<file path="src/rtl/fp_pkg.sv">
// Shared FP definitions: ALU control codes (common with the FP ALU decoder),
// canonical NaN, fflags bit positions, one-hot class bit positions and the
// state encoding of the compare/convert unit.
package fp_pkg;

  // FP ALU control codes
  localparam logic [3:0] ALU_MIN    = 4'b0010;
  localparam logic [3:0] ALU_MAX    = 4'b0011;
  localparam logic [3:0] ALU_FLE    = 4'b0100;
  localparam logic [3:0] ALU_FLT    = 4'b0101;
  localparam logic [3:0] ALU_FEQ    = 4'b0110;
  localparam logic [3:0] ALU_CLASS  = 4'b0111;
  localparam logic [3:0] ALU_CVT_SW = 4'b1111;

  localparam logic [31:0] CANON_NAN = 32'h7FC0_0000;

  // fflags = {NV,DZ,OF,UF,NX}
  localparam int FLAG_NV = 4;
  localparam int FLAG_DZ = 3;
  localparam int FLAG_OF = 2;
  localparam int FLAG_UF = 1;
  localparam int FLAG_NX = 0;

  // one-hot class bits
  localparam int CLS_NEG_INF  = 0;
  localparam int CLS_NEG_NORM = 1;
  localparam int CLS_NEG_SUB  = 2;
  localparam int CLS_NEG_ZERO = 3;
  localparam int CLS_POS_ZERO = 4;
  localparam int CLS_POS_SUB  = 5;
  localparam int CLS_POS_NORM = 6;
  localparam int CLS_POS_INF  = 7;
  localparam int CLS_SNAN     = 8;
  localparam int CLS_QNAN     = 9;

  // biased exponent of 2^31: the MSB of a 32-bit magnitude
  localparam logic [7:0] CVT_EXP_INIT = 8'd158;

  typedef enum logic [1:0] {
    ST_IDLE,
    ST_CVT_NORM,
    ST_DONE
  } unit_state_t;

endpackage

</file>
<file path="src/rtl/fp_classify.sv">
// Combinational binary32 classifier.
//   op  in  32  operand
//   cls out 10  one-hot class (bit positions from fp_pkg CLS_*)
module fp_classify
  import fp_pkg::*;
(
  input  logic [31:0] op,
  output logic [9:0]  cls
);

  logic exp_ones, exp_zero, frac_zero;

  assign exp_ones  = &op[30:23];
  assign exp_zero  = ~|op[30:23];
  assign frac_zero = ~|op[22:0];

  always_comb begin
    cls = '0;
    if (exp_ones) begin
      if (frac_zero)  cls[op[31] ? CLS_NEG_INF : CLS_POS_INF] = 1'b1;
      else if (op[22]) cls[CLS_QNAN] = 1'b1;
      else             cls[CLS_SNAN] = 1'b1;
    end else if (exp_zero) begin
      if (frac_zero) cls[op[31] ? CLS_NEG_ZERO : CLS_POS_ZERO] = 1'b1;
      else           cls[op[31] ? CLS_NEG_SUB  : CLS_POS_SUB]  = 1'b1;
    end else begin
      cls[op[31] ? CLS_NEG_NORM : CLS_POS_NORM] = 1'b1;
    end
  end

endmodule

</file>
<file path="src/rtl/fp_cmp_cvt_unit.sv">
// Non-arithmetic RV32F execute unit: MIN/MAX, FLE/FLT/FEQ, FCLASS (one cycle)
// and FCVT.S.W (normalised one bit per cycle, then rounded to nearest even).
//   clk, rst          clock, async active-high reset
//   in_valid/in_ready request handshake (ready only while idle)
//   alu_ctrl          4-bit FP ALU control code
//   op_a, op_b        rs1 / rs2 operands, sampled only at accept
//   out_valid/out_ready result handshake; outputs held until out_ready
//   result, fflags    registered result and {NV,DZ,OF,UF,NX}
//   illegal           alu_ctrl was not a supported code
module fp_cmp_cvt_unit
  import fp_pkg::*;
(
  input  logic        clk,
  input  logic        rst,
  input  logic        in_valid,
  output logic        in_ready,
  input  logic [3:0]  alu_ctrl,
  input  logic [31:0] op_a,
  input  logic [31:0] op_b,
  output logic        out_valid,
  input  logic        out_ready,
  output logic [31:0] result,
  output logic [4:0]  fflags,
  output logic        illegal
);

  localparam int NUM_OPS = 2;

  unit_state_t state;
  logic [31:0] mant;
  logic [7:0]  exp;
  logic        sign;

  // ---------------------------------------------------------------------
  // Operand classification: one classifier per source operand
  // ---------------------------------------------------------------------
  logic [NUM_OPS-1:0][31:0] ops;
  logic [NUM_OPS-1:0][9:0]  cls;

  assign ops = {op_b, op_a};

  genvar gi;
  generate
    for (gi = 0; gi < NUM_OPS; gi++) begin : g_cls
      fp_classify u_cls (.op(ops[gi]), .cls(cls[gi]));
    end
  endgenerate

  logic nan_a, nan_b, snan_any, zero_both, lt_raw, lt, eq;

  assign nan_a     = cls[0][CLS_SNAN] | cls[0][CLS_QNAN];
  assign nan_b     = cls[1][CLS_SNAN] | cls[1][CLS_QNAN];
  assign snan_any  = cls[0][CLS_SNAN] | cls[1][CLS_SNAN];
  assign zero_both = (cls[0][CLS_NEG_ZERO] | cls[0][CLS_POS_ZERO]) &
                     (cls[1][CLS_NEG_ZERO] | cls[1][CLS_POS_ZERO]);

  // Sign-magnitude ordering on raw bits; orders -0 below +0, which is what
  // min/max want. The IEEE compares mask that out with zero_both.
  assign lt_raw = (op_a[31] != op_b[31]) ? op_a[31] :
                  (op_a[31] ? (op_a[30:0] > op_b[30:0]) : (op_a[30:0] < op_b[30:0]));
  assign lt     = lt_raw & ~zero_both;
  assign eq     = (op_a == op_b) | zero_both;

  logic [31:0] cmp_result;
  logic [4:0]  cmp_flags;
  logic        cmp_illegal;

  always_comb begin
    cmp_result  = '0;
    cmp_flags   = '0;
    cmp_illegal = 1'b0;
    case (alu_ctrl)
      ALU_MIN, ALU_MAX: begin
        if (nan_a & nan_b) cmp_result = CANON_NAN;
        else if (nan_a)    cmp_result = op_b;
        else if (nan_b)    cmp_result = op_a;
        else if (alu_ctrl == ALU_MIN) cmp_result = lt_raw ? op_a : op_b;
        else                          cmp_result = lt_raw ? op_b : op_a;
        cmp_flags[FLAG_NV] = snan_any;
      end
      ALU_FLE, ALU_FLT: begin
        if (!(nan_a | nan_b))
          cmp_result[0] = (alu_ctrl == ALU_FLT) ? lt : (lt | eq);
        cmp_flags[FLAG_NV] = nan_a | nan_b;
      end
      ALU_FEQ: begin
        cmp_result[0]      = ~(nan_a | nan_b) & eq;
        cmp_flags[FLAG_NV] = snan_any;
      end
      ALU_CLASS: cmp_result[9:0] = cls[0];
      default:   cmp_illegal = 1'b1;
    endcase
  end

  // ---------------------------------------------------------------------
  // FCVT.S.W rounding of the normalised magnitude (mant[31] set)
  // ---------------------------------------------------------------------
  logic        guard, sticky, round_inc;
  logic [24:0] rnd_sum;
  logic [22:0] rnd_frac;
  logic [7:0]  rnd_exp;

  assign guard     = mant[7];
  assign sticky    = |mant[6:0];
  assign round_inc = guard & (sticky | mant[8]);
  assign rnd_sum   = {1'b0, mant[31:8]} + 25'(round_inc);
  // a carry out only happens from all-ones, so the fraction becomes zero
  assign rnd_frac  = rnd_sum[24] ? rnd_sum[23:1] : rnd_sum[22:0];
  assign rnd_exp   = exp + 8'(rnd_sum[24]);

  // ---------------------------------------------------------------------
  // Control FSM with registered outputs
  // ---------------------------------------------------------------------
  always_ff @(posedge clk or posedge rst) begin
    if (rst) begin
      state     <= ST_IDLE;
      in_ready  <= 1'b1;
      out_valid <= 1'b0;
      result    <= '0;
      fflags    <= '0;
      illegal   <= 1'b0;
      mant      <= '0;
      exp       <= '0;
      sign      <= 1'b0;
    end else begin
      case (state)
        ST_IDLE: begin
          if (in_valid) begin
            in_ready <= 1'b0;
            if (alu_ctrl == ALU_CVT_SW && op_a != 32'd0) begin
              sign  <= op_a[31];
              mant  <= op_a[31] ? (~op_a + 32'd1) : op_a;
              exp   <= CVT_EXP_INIT;
              state <= ST_CVT_NORM;
            end else begin
              // CVT of zero yields the all-zero compare defaults
              result    <= (alu_ctrl == ALU_CVT_SW) ? 32'd0 : cmp_result;
              fflags    <= (alu_ctrl == ALU_CVT_SW) ? 5'd0 : cmp_flags;
              illegal   <= (alu_ctrl == ALU_CVT_SW) ? 1'b0 : cmp_illegal;
              out_valid <= 1'b1;
              state     <= ST_DONE;
            end
          end
        end
        ST_CVT_NORM: begin
          if (!mant[31]) begin
            mant <= mant << 1;
            exp  <= exp - 8'd1;
          end else begin
            result    <= {sign, rnd_exp, rnd_frac};
            fflags    <= {4'b0000, guard | sticky};
            illegal   <= 1'b0;
            out_valid <= 1'b1;
            state     <= ST_DONE;
          end
        end
        ST_DONE: begin
          if (out_ready) begin
            out_valid <= 1'b0;
            in_ready  <= 1'b1;
            state     <= ST_IDLE;
          end
        end
        default: begin
          state     <= ST_IDLE;
          in_ready  <= 1'b1;
          out_valid <= 1'b0;
        end
      endcase
    end
  end

endmodule
</file>
<file path="config.mk">
export PLATFORM = sky130hd
export DESIGN_NAME = fp_cmp_cvt_unit
export DESIGN_NICKNAME = d
export VERILOG_FILES = /design/src/rtl/fp_pkg.sv /design/src/rtl/fp_classify.sv /design/src/rtl/fp_cmp_cvt_unit.sv
export SDC_FILE = /design/constraint.sdc
export NUM_CORES = 1
export LEC_CHECK = 0
export ABC_AREA = 1
export CAP_MARGIN = 20
export CORE_UTILIZATION = 44
export CTS_BUF_LIST = sky130_fd_sc_hd__clkbuf_8
export DETAILED_ROUTE_END_ITERATION = 10
export GPL_TIMING_DRIVEN = 0
export PLACE_DENSITY = 0.67
export SLEW_MARGIN = 20
export SYNTH_ARGS = -nofsm -noshare
export SYNTH_HDL_FRONTEND = slang
export SYNTH_HIERARCHICAL = 1
export SYNTH_SLANG_ARGS = --single-unit
export TNS_END_PERCENT = 5
</file>
<file path="constraint.sdc">
create_clock -name clk -period 5 [get_ports clk]
set_clock_uncertainty 0.2 [all_clocks]
set_input_delay 0.75 -clock clk [delete_from_list [all_inputs] [get_ports clk]]
set_output_delay 0.75 -clock clk [all_outputs]
set_load 0.01 [all_outputs]
</file>
==> metrics.md, run 1 <==
| Metric | Value |
|---|---|
| First-pass GRT wire length | `~41000 µm` |
| Wire length per cell | `between 15 and 20 µm` |
| Switch share | `0.465` |
| IO Count | `112` |
| Pleak | `~4.2 nW` |
| CTS buffer count | `9` |
| Insertion delay to the later sink of the worst-skew pair | `0.38 ns` |
| Vias in the first global route | `between 7k and 8k` |
| DRT iter0 DRCs | `766` |
| Crit path kind | `flop to flop` |
| Area Overhead vs Synth | `21.2%` |
| Register clock-pin slew on the reported worst setup and hold paths | `approximately 0.090 ns` |
| Crit path launch | `mant[2]$_DFFE_PP0P_` |
| Clock power frac | `0.137` |
| Most used cell, CP | `ha_1` |
| Most common cell after layout, fill and taps aside | `nand2_1` |
| NumNets Final | `about 1.3k` |
| Resized cells post-CTS | `0` |
| Die Wd | `133 µm` |
| Gr usage total | `0.307` |
| Final TNS setup | `0 ns` |
| Net Sw Power | `between 0.0015 and 0.002 W` |
| Placed cell areas | `9000 µm²` |
| # setup viols final | `0` |
| Fin crit share | `0.846` |
| Minimum clock period | `between 4 and 5 ns` |
| Routed Antenna Nets | `0` |
| CP peak stage delay | `around 0.34 ns` |
| Via count | `slightly below 8k` |
| CP max stage cell | `dfrtp_1` |
| Commonest cells after routing, fill and taps aside | `205 x nand2_1, 145 x inv_1, 137 x nor2_1, 108 x clkdlybuf4s50_1, 79 x dfrtp_1` |
| Capturing point of the worst reg2reg path | `result[29]$_DFFE_PP0P_` |
| Initial antenna violation count | `1` |
| Rows | `47` |
| F_max | `236 MHz` |
| Combinational power share | `0.567` |
| Die area | `roughly 18000 µm²` |
| Levels on crit path | `24` |
| CTS tree | `yes` |
| Post-route cell area | `~9200 µm²` |
| Worst Tran Pin Value | `0.744 ns` |
| Initial Util | `0.454` |
| Worst Path Arrival | `roughly 4.3 ns` |
| Post-Place Cells | `roughly 1.4k` |
| Worst Hold Class | `flop to flop` |
| P_int | `0.00216 W` |
| Ys Warns | `6` |
| R2R Path Start | `mant[2]$_DFFE_PP0P_` |
| Worst EP required | `5.11 ns` |
| Netlist Area Pre-Place | `7610 µm²` |
| Largest net degree at the start of global routing | `55` |
| Final Worst Setup Slack | `0.771 ns` |
| Final routed DRC violation total | `0` |
| Layout cells sized above 1 | `0.134` |
| Final count of hold timing violations | `0` |
| ANT cells | `0` |
| Grt total ovfl | `0` |
| Reg power frac | `0.296` |
| Floorplan die height | `133 µm` |
| Reg2Reg Depth | `24` |
| CP Launch Type | `flop` |
| FF+latch area | `around 2000 µm²` |
| Peak supply drop | `between 0.2 and 0.25 mV` |
| CTS sink cnt | `80` |
| Max Buffers Root-to-Sink | `2` |
| Outcome | `finished clean` |
| Core area | `around 17000 µm²` |
| Slew headroom | `0.502` |
| Clk root buf | `clkbuf_8` |
| Crit. End Element | `flop` |
| Post-synthesis cell count | `1092` |
| Pins Over Slew Limit | `0` |
| CP delay by family, top | `simple AND/OR/NAND/NOR gates` |
| Post-DP HPWL | `approximately 21000 µm` |
| CP endpoint | `result[29]$_DFFE_PP0P_` |
| Setup bufs post-CTS | `0` |
| Hold_buf cts | `0` |
| Pre-Repair DR Iteration Count | `5` |
| Htree depth | `3` |
| CP max FO | `3` |
| Buf/Inv on CP | `1` |
| Cell Pwr Density | `~440 nW/µm²` |
| Crit path cell chain | `inv_1 > nand4_1 > nor4_1 > a21oi_1 > ha_1 > ha_1 > nand3_2 > nor3_4 > nand3_2 > nor3_4 > nand4_2 > nor2_1 > nand3_1 > nor2_1 > nand4_1 > nor3_1 > ha_1 > ha_1 > nand3_1 > nor3b_1 > o21ai_0 > a21oi_1 > nor2_1 > a21oi_2` |
| WHS | `0.289 ns` |
| IO buf count | `~110` |
| Area of the multi-input gates | `4720 µm²` |
| DRT Wirelength | `~27000 µm` |
| Pre-CTS setup slack | `around 0.85 ns` |
| MaxCap Viol Count | `0` |
| Fill cells | `roughly 1.6k` |
| Gpl congestion | `about 0.94` |
| Flop-to-flop setup slack | `between 0.7 and 0.8 ns` |
| Non-Filler Instances | `1439` |
| Avg Inst Size Synth | `around 7.0 µm²` |
| Via density per instance | `5.43` |
| RSZ-0062 raised after global routing | `no` |
## worst min-delay path: stages (launching register included)
cell and delay (ns):
dfrtp_1 0.35, nand2_1 0.05, nand2_1 0.05
## power by group through the flow
| stage | clock network (W) | registers [W] | logic (W) |
|---|---|---|---|
| floorplan | 0 | 0.00123 | 0.00135 |
| global placement | 0 | 0.00120 | 0.00224 |
| detailed placement | 0 | 0.00121 | 0.00227 |
| CTS | 0.000559 | 0.00120 | 0.00228 |
| global route | 0.000585 | 0.00123 | 0.00251 |
| finish | 0.000555 | 0.00120 | 0.00229 |
## final cells by class
cell class                 instances  area share
clock inverter                     6     0.00909
tap                              220      0.0298
multi-input combinational        809       0.512
buffer                            40      0.0294
clock buffer                      10      0.0149
sequential                        80       0.217
inverter                         165      0.0674
timing repair buffer             109       0.120
## per-stage QoR
stage	util	total power [W]
2_1_floorplan	-	0.00258
3_3_place_gp	0.535	0.00344
3_5_place_dp	0.537	0.00347
4_1_cts	0.550	0.00403
5_1_grt	0.550	0.00432
6_report	0.550	0.00404
## registers in the layout, summed over array words and instances, names as in the netlist
register   count
out_valid      1
illegal        1
state          2
in_ready       1
fflags         2
result        32
exp            8
mant          32
sign           1
## how the worst min path moves through the flow
stage	from	endpoint	slack (ns)	cells after the start
after floorplan	sign$_DFFE_PP0P_	sign$_DFFE_PP0P_	0.25	2
after global placement	result[18]$_DFFE_PP0P_	result[18]$_DFFE_PP0P_	0.27	2
after detailed placement	result[20]$_DFFE_PP0P_	result[20]$_DFFE_PP0P_	0.27	2
after CTS	result[20]$_DFFE_PP0P_	result[20]$_DFFE_PP0P_	0.29	2
after global routing	result[20]$_DFFE_PP0P_	result[20]$_DFFE_PP0P_	0.31	2
final	result[19]$_DFFE_PP0P_	result[19]$_DFFE_PP0P_	0.29	2
## layer usage
metal  vias up  wire length (µm)  track usage
li1       3845                 -            -
met4         0               653        0.112
met2       317             12000        0.485
met3        45              1930       0.0384
met1      3609             11900        0.430
met5         -                 0            0
Power figures use the tool's default switching activity.
==> inputs of run 2 (changes only) <==
PLACE_DENSITY = 0.69   (was 0.67)
clock period = 3.5 ns   (was 5 ns; I/O delays follow)
==> run 2 against run 1 <==
Effect of this change:
- the flow now finishes with violations (negative setup slack)
- register-to-register slack got worse by 1.4 ns
- combinational power rose by 48%
- hold slack barely moved
- largest cell class unchanged
- highest routed layer unchanged
==> metrics.md, run 2 (synthesized netlist as in run 1, its figures left out) <==
| Metric | Value |
|---|---|
| IO Count | `~110` |
| Die area | `~18000 µm²` |
| Biggest regs | `mant: 32 flops, result: 32 flops, exp: 8 flops` |
| Minimum clock period | `just over 4 ns` |
| Largest net degree at the start of global routing | `52` |
| Slew headroom | `0.457` |
| Fin crit share | `1.17` |
| FF+latch area | `about 2000 µm²` |
| Register clock-pin slew on the reported worst setup and hold paths | `0.09 ns` |
| CTS buffer count | `9` |
| Wire length per cell | `approximately 19 µm` |
| Total Power | `roughly 0.0058 W` |
| First-pass GRT wire length | `41100 µm` |
| CTS tree | `yes` |
| Initial Util | `0.454` |
| NumNets Final | `roughly 1.3k` |
| Post-DP HPWL | `21100 µm` |
| Gpl congestion | `0.954` |
| Area Overhead vs Synth | `24.2%` |
| Worst Hold Class | `flop to flop` |
| Crit path kind | `flop to flop` |
| Core area | `16800 µm²` |
| Cell Pwr Density | `616 nW/µm²` |
| MaxCap Viol Count | `0` |
| DRT iter0 DRCs | `between 800 and 900` |
| Via count | `~8.0k` |
| Gr usage total | `0.305` |
| # setup viols final | `7` |
| Peak supply drop | `~0.30 mV` |
| Pins Over Slew Limit | `0` |
| F_max | `~240 MHz` |
| Pleak | `between 4 and 5 nW` |
| Fill cells | `between 1.5k and 2k` |
| Area of the multi-input gates | `between 4000 and 5000 µm²` |
| Commonest cells after routing, fill and taps aside | `205 x nand2_1, 143 x inv_1, 131 x nor2_1, 100 x clkdlybuf4s50_1, 79 x dfrtp_1` |
| Clk root buf | `clkbuf_8` |
| Final Worst Setup Slack | `-0.610 ns` |
| Routed Antenna Nets | `0` |
| IO buf count | `approximately 110` |
| DRT Wirelength | `between 20000 and 30000 µm` |
| Most common cell after layout, fill and taps aside | `nand2_1` |
| ANT cells | `0` |
| RSZ-0062 raised after global routing | `yes` |
| Rows | `47` |
| Via density per instance | `about 5.5` |
| Vias in the first global route | `between 7k and 8k` |
| Max Buffers Root-to-Sink | `2` |
| Outcome | `complete, but fails checks` |
| Worst EP required | `approximately 3.6 ns` |
| Worst Path Arrival | `between 4 and 5 ns` |
| Pre-CTS setup slack | `-0.589 ns` |
| Final routed DRC violation total | `0` |
| CTS sink cnt | `80` |
| Die Wd | `133 µm` |
| Worst Tran Pin Value | `a little over 0.8 ns` |
| CP max FO | `3` |
| Crit. End Element | `flop` |
| Failing checks | `negative setup slack` |
| Floorplan die height | `between 100 and 150 µm` |
| Htree depth | `3` |
| Initial antenna violation count | `0` |
| Layout cells sized above 1 | `0.164` |
| CP Launch Type | `flop` |
| Final count of hold timing violations | `0` |
| Insertion delay to the later sink of the worst-skew pair | `~0.38 ns` |
| Pre-Repair DR Iteration Count | `6` |
| Grt total ovfl | `0` |
[run 2: cell types whose count changed in the layout (fill, tap and decap cells not counted), sizes merged]
cell,before,now
bufinv,2,1
clkdlybuf4s50,108,100
dlygate4sd2,0,1
inv,164,165
clkinv,3,6
dlymetal6s2s,0,7
clkinvlp,2,0
buf,29,38
[run 2: worst max-delay path: stages (launching register included)]
cell and delay, ns:
dfrtp_1 0.33, inv_1 0.06, nand4_1 0.13, nor4_2 0.06, a21oi_1 0.17, ha_2 0.24, ha_4 0.17, nand3_4 0.10
nor3_4 0.17, nand3_2 0.13, nor3_4 0.23, nand4_2 0.15, nor2_2 0.15, nand3_2 0.10, nor2_2 0.11, nand4_1 0.10
nor3_2 0.20, ha_2 0.23, nand3_2 0.09, nor3_2 0.22, nand2_1 0.11, nor2_2 0.18, o21ai_2 0.07, a21oi_2 0.16
nor2_2 0.07, a21oi_2 0.11
[run 2: per-stage QoR]
stage	TNS, ns	utilization	instances	cell area [µm²]	hold slack [ns]
2_1_floorplan	0	-	1094	7620	0.254
6_report	-2.82	0.564	1449	9450	0.289
3_5_place_dp	-12.93	0.537	1423	9010	0.273
3_3_place_gp	-71.48	0.536	1422	8980	0.267
5_1_grt	-4.54	0.564	1449	9450	0.307
4_1_cts	-1.86	0.553	1442	9270	0.294
[run 2: final cells by class]
cell class / count / share of cell area
buffer: 40 / 0.0291
tap: 220 / 0.0291
timing repair buffer: 119 / 0.127
clock inverter: 7 / 0.00689
inverter: 165 / 0.0658
clock buffer: 9 / 0.0131
sequential: 80 / 0.212
multi-input combinational: 809 / 0.517
[run 2: worst paths after layout]
check / start / endpoint / slack (ns) / depth (start not counted)
worst max-delay path: mant[1]$_DFFE_PP0P_ / result[30]$_DFFE_PP0P_ / -0.61 / 25
worst min-delay path: result[19]$_DFFE_PP0P_ / result[19]$_DFFE_PP0P_ / 0.29 / 2
worst max register to register: mant[1]$_DFFE_PP0P_ / result[30]$_DFFE_PP0P_ / -0.61 / 25
worst min register to register: result[19]$_DFFE_PP0P_ / result[19]$_DFFE_PP0P_ / 0.29 / 2
max in group asynchronous: rst / result[4]$_DFFE_PP0P_ / 2.20 / 3
min in group asynchronous: rst / exp[4]$_DFFE_PP0P_ / 0.30 / 2
[run 2: metal layers]
| layer | vias to the layer above | global-route usage | wire, µm |
|---|---|---|---|
| li1 | 3858 | - | - |
| met1 | 3766 | 0.431 | 11800 |
| met2 | 363 | 0.489 | 12400 |
| met3 | 42 | 0.0308 | 1860 |
| met4 | 0 | 0.0966 | 744 |
| met5 | - | 0 | 0 |
[run 2: timing repair]
item | CTS | global route
resized for setup | 15 | 34
setup buffers | 3 | 7
pin swaps | 6 | 19
hold buffers | 0 | 0
setup endpoints to repair | 23 | 32
[run 2: power by group]
group / internal, W / switching (W)
logic: 0.00134 / 0.00204
registers: 0.00138 / 0.000356
clock network: 0.000325 / 0.000375
total: 0.00305 / 0.00277
==> inputs of run 3 (changes only) <==
HOLD_SLACK_MARGIN = 0.03   (was default)
==> results of run 3 <==
Same layout as run 2: the final DEF is identical, and so are final timing and power.
